`src/rtl/serial_word_rx.sv`:
```
`default_nettype none
// =============================================================================
// serial_word_rx : oversampled start / 7 data / [parity] / stop deframer that
//                  strobes load only for complete, error-free words.
// Revision      : 1.0
// =============================================================================
module serial_word_rx #(
  parameter int OVERSAMPLE = 16,
  parameter int PARITY_EN  = 0,
  parameter int PARITY_ODD = 0
) (
  input  logic       clk,
  input  logic       reset,
  input  logic       sample_tick,
  input  logic       rx,
  output logic [6:0] data_out,
  output logic       load,
  output logic       parity_err,
  output logic       frame_err,
  output logic       busy
);

  localparam int TW = (OVERSAMPLE > 1) ? $clog2(OVERSAMPLE) : 1;
  localparam logic [TW-1:0] c_tick_mid  = TW'(OVERSAMPLE / 2 - 1);
  localparam logic [TW-1:0] c_tick_last = TW'(OVERSAMPLE - 1);

  localparam logic [2:0] c_st_idle   = 3'd0;
  localparam logic [2:0] c_st_start  = 3'd1;
  localparam logic [2:0] c_st_data   = 3'd2;
  localparam logic [2:0] c_st_parity = 3'd3;
  localparam logic [2:0] c_st_stop   = 3'd4;
  localparam logic [2:0] c_st_wait   = 3'd5;

  logic [1:0]    r_sync;
  logic          w_rx_s;
  logic [2:0]    r_state;
  logic [TW-1:0] r_tick_cnt;
  logic [2:0]    r_bit_cnt;
  logic [6:0]    r_shift;
  logic          r_load;
  logic          r_parity_err;
  logic          r_frame_err;
  logic          w_tick_end;
  logic          w_par_ok;

  always_ff @(posedge clk) begin
    if (reset) begin
      r_sync <= 2'b11;
    end else begin
      r_sync <= {r_sync[0], rx};
    end
  end

  assign w_rx_s     = r_sync[1];
  assign w_tick_end = (r_tick_cnt == c_tick_last);

  generate
    if (PARITY_EN != 0) begin : g_parity
      logic r_par_bit;

      always_ff @(posedge clk) begin
        if (reset) begin
          r_par_bit <= 1'b0;
        end else if (sample_tick && (r_state == c_st_parity) && w_tick_end) begin
          r_par_bit <= w_rx_s;
        end
      end

      assign w_par_ok = (r_par_bit == ((^r_shift) ^ (PARITY_ODD != 0)));
    end else begin : g_no_parity
      assign w_par_ok = 1'b1;
    end
  endgenerate

  always_ff @(posedge clk) begin
    if (reset) begin
      r_state      <= c_st_idle;
      r_tick_cnt   <= '0;
      r_bit_cnt    <= '0;
      r_shift      <= '0;
      r_load       <= 1'b0;
      r_parity_err <= 1'b0;
      r_frame_err  <= 1'b0;
    end else begin
      // Strobes last one clk regardless of how sample_tick is paced.
      r_load       <= 1'b0;
      r_parity_err <= 1'b0;
      r_frame_err  <= 1'b0;
      if (sample_tick) begin
        case (r_state)
          c_st_idle: begin
            if (!w_rx_s) begin
              r_state    <= c_st_start;
              r_tick_cnt <= '0;
            end
          end
          c_st_start: begin
            if (r_tick_cnt == c_tick_mid) begin
              r_tick_cnt <= '0;
              r_bit_cnt  <= '0;
              r_state    <= w_rx_s ? c_st_idle : c_st_data;
            end else begin
              r_tick_cnt <= r_tick_cnt + 1'b1;
            end
          end
          c_st_data: begin
            if (w_tick_end) begin
              r_tick_cnt <= '0;
              r_shift    <= {w_rx_s, r_shift[6:1]};
              if (r_bit_cnt == 3'd6) begin
                r_bit_cnt <= '0;
                r_state   <= (PARITY_EN != 0) ? c_st_parity : c_st_stop;
              end else begin
                r_bit_cnt <= r_bit_cnt + 1'b1;
              end
            end else begin
              r_tick_cnt <= r_tick_cnt + 1'b1;
            end
          end
          c_st_parity: begin
            if (w_tick_end) begin
              r_tick_cnt <= '0;
              r_state    <= c_st_stop;
            end else begin
              r_tick_cnt <= r_tick_cnt + 1'b1;
            end
          end
          c_st_stop: begin
            if (w_tick_end) begin
              r_tick_cnt <= '0;
              if (!w_rx_s) begin
                // A low stop bit may be a break; wait for the line to rise.
                r_frame_err <= 1'b1;
                r_state     <= c_st_wait;
              end else begin
                r_load       <= w_par_ok;
                r_parity_err <= !w_par_ok;
                r_state      <= c_st_idle;
              end
            end else begin
              r_tick_cnt <= r_tick_cnt + 1'b1;
            end
          end
          c_st_wait: begin
            if (w_rx_s) begin
              r_state <= c_st_idle;
            end
          end
          default: begin
            r_state    <= c_st_idle;
            r_tick_cnt <= '0;
            r_bit_cnt  <= '0;
          end
        endcase
      end
    end
  end

  assign data_out   = r_shift;
  assign load       = r_load;
  assign parity_err = r_parity_err;
  assign frame_err  = r_frame_err;
  assign busy       = (r_state != c_st_idle);

endmodule
`default_nettype wire

```
`config.mk`:
```
export PLATFORM = sky130hd
export DESIGN_NAME = serial_word_rx
export DESIGN_NICKNAME = d
export VERILOG_FILES = /design/src/rtl/serial_word_rx.sv
export SDC_FILE = /design/constraint.sdc
export NUM_CORES = 1
export LEC_CHECK = 0
export ABC_AREA = 1
export CORE_MARGIN = 2
export CORE_UTILIZATION = 48
export CTS_CLUSTER_SIZE = 16
export DETAILED_ROUTE_END_ITERATION = 10
export PLACE_DENSITY = 0.81
export REMOVE_ABC_BUFFERS = 1
export SLEW_MARGIN = 15
export SYNTH_ARGS = -nofsm -noshare
export SYNTH_HDL_FRONTEND = slang
export SYNTH_SLANG_ARGS = --single-unit
```
`constraint.sdc`:
```
create_clock -name clk -period 1.2 [get_ports clk]
set_input_delay 0.18 -clock clk [delete_from_list [all_inputs] [get_ports clk]]
set_output_delay 0.18 -clock clk [all_outputs]
set_load 0.1 [all_outputs]
```
==> impl_metrics.tcl <==
set metrics [dict create \
    fin_crit_sh_pct 110 \
    drtAntennaViolNets 0 \
    vias_per_cell 5.60 \
    grt_max_degree 12 \
    met1_usage_pct 29.2 \
    syn-instance-count 162 \
    grtUsageMet2_pct 51.5 \
    ir_drop_mv 1.91 \
    grt_setup_unrepaired "true" \
    critical_path.max_fanout 5 \
    firstDrtPassIters 4 \
    crit_required_ps 1430 \
    p_clk_share_pct 9.0 \
    rows 17 \
    use_met3_pct 4.86 \
    diodes 0 \
    core_um2 2230 \
    timing.final.ws_setup_ps -124 \
    final_cell_mix "25 x nor2_1, 24 x nand2_1, 17 x buf_4" \
    grt_pass1_wl_mm 5.58 \
    syn-cell-area_um2 1140 \
    drt_wl_total_mm 3.56 \
    die-height_um 52.7 \
    power.leakage_uw 0.000726 \
    routed-via-count 1254 \
    dpl-instance-area_um2 1490 \
    finClkSkew_ps 10.7 \
    status "finished with violations" \
    switching_share_pct 50.8 \
    place_ws_ps -283 \
    path_clk_slew_ps 130 \
    switching_power_uw 2060 \
    clock_latency_ps 320 \
    cts_tree "done" \
    overflow 0 \
    place_congestion 0.921 \
    cts_root_buf "clkbuf_4" \
    grt_usage_pct 27.9 \
    hold_viol 0 \
    syn2layout_area_growth_pct 53.1 \
    wl_per_cell_um 15.9 \
    critPathLaunchType "flop" \
    endpoint_kind "flop" \
    io_pins 15 \
    drtIter0Drc 63 \
    nNetsFinal 202 \
    clockBufferDepth 2 \
    die_area_um2 2770 \
    clock-sinks 21 \
    numCtsBuffers 3 \
    final_common_cell "nor2_1" \
    hold_class "primary input to flop" \
    min_period_ps 1320 \
    setup_viol 20 \
    ys_warn_count 0 \
    pwr-share-seq_pct 23.3 \
    fmax_mhz 755 \
    avgSynthCellArea_um2 7.01 \
    slew_viol_final 0 \
    synth.distinct_cells 28 \
    p_comb_share_pct 67.7 \
    drive_gt1_share_pct 44.4 \
    seq_area_frac_synth_pct 37.0 \
    htree_levels 1 \
    p_per_area_nw_per_um2 2330 \
    busiest_layer "met2" \
    antenna_found_initial 0 \
    drcViolationCount 0 \
    grt_pass1_vias 1264 \
    power.internal_uw 2000 \
    design_area_um2 1740 \
    critPathKind "flop to flop" \
    crit_arrival_ps 1550 \
    drv_cap 0 \
    numPortBuffers 13 \
    hpwl_mm 2.27 \
    violations "setup timing" \
    fp.dieW_um 52.7 \
    ys_ff_latch 21 \
    start_util_pct 50.9 \
]
[final timing paths]
kind         startpoint         end  slack, ps  cells past startpoint
max          r_state[1]  r_state[2]       -120                      8
min                  rx   r_sync[0]        440                      2
max reg2reg  r_state[1]  r_state[2]       -120                      8
min reg2reg   r_sync[0]   r_sync[1]        450                      1
[worst max-delay path, cell delays in order, from the launching register on]
cell and delay (ps):
dfxtp_4 390, nor2_4 160, nand3_1 160, nand2_2 140, inv_1 60, nand2_2 80
nor2_4 50, nor2_1 120, nor2_1 60
[sequential cells by signal (all words and copies together) (netlist names)]
register,count
frame_err,1
r_state,3
r_sync,2
r_tick_cnt,4
load,1
data_out,7
r_bit_cnt,3
[cell families (layout without fill, tap and decap cells)]
| family | after synthesis | in the layout | synth area share (%) |
|---|---|---|---|
| simple gates | 96 | 96 | 41.7 |
| buf+inv | 19 | 53 | 8.26 |
| fa+ha+maj | 1 | 1 | 1.10 |
| other cells | 1 | 1 | 0.330 |
| flops | 21 | 21 | 37.0 |
| xor+xnor | 1 | 1 | 0.771 |
| compound gates | 23 | 23 | 10.8 |
[power groups by stage]
stage / logic, uW / registers (uW) / clock network [uW]
after floorplan: 1230 / 953 / 0
after global placement: 2010 / 898 / 0
after detailed placement: 2100 / 905 / 0
after CTS: 2470 / 933 / 356
after global routing: 2920 / 953 / 393
final: 2750 / 945 / 365
[per-stage QoR]
stage / utilization [%] / total power [uW] / setup TNS [ps] / hold slack (ps) / std cells
after floorplan: - / 2180 / -1500 / 249 / 158
after global placement: 66.8 / 2910 / -2880 / 396 / 214
after detailed placement: 66.8 / 3000 / -3580 / 422 / 214
after CTS: 74.9 / 3760 / -629 / 447 / 223
after global routing: 77.9 / 4260 / -2870 / 434 / 224
final: 77.9 / 4060 / -1470 / 438 / 224
[synth_stat cells (all sizes together)]
cell,number,area share [%]
inv,14,4.8
nand3,14,6.6
nor2,36,16
ha,1,1.1
clkbuf,1,0.33
dfxtp,21,37
nand3b,2,1.3
nand4,2,1.1
nand2,39,15
a21oi,9,4.3
or2,2,1.1
conb,1,0.33
o21ai,14,6.5
xor2,1,0.77
clkinv,1,0.44
buf,3,2.6
nor3,1,0.88
[repair_timing]
item	CTS	global route
pin swaps	15	6
hold buffers	0	0
resized for setup	38	15
buffers inserted	5	1
endpoints found under the setup margin	20	20
[area by class of cell]
cell class	instances	area, um2
multi-input cells	122	771
inverters	15	63.8
fillers	145	494
clock buffers	4	26.3
flip-flops and latches	21	432
well taps	28	35.0
repair buffers	34	412
[per-layer routing]
layer,routed length [um],vias to the layer above
li1,-,583
met1,1340,589
met2,1830,59
met3,212,23
met4,165,0
met5,0,-
(Power assumes the default switching activity.)
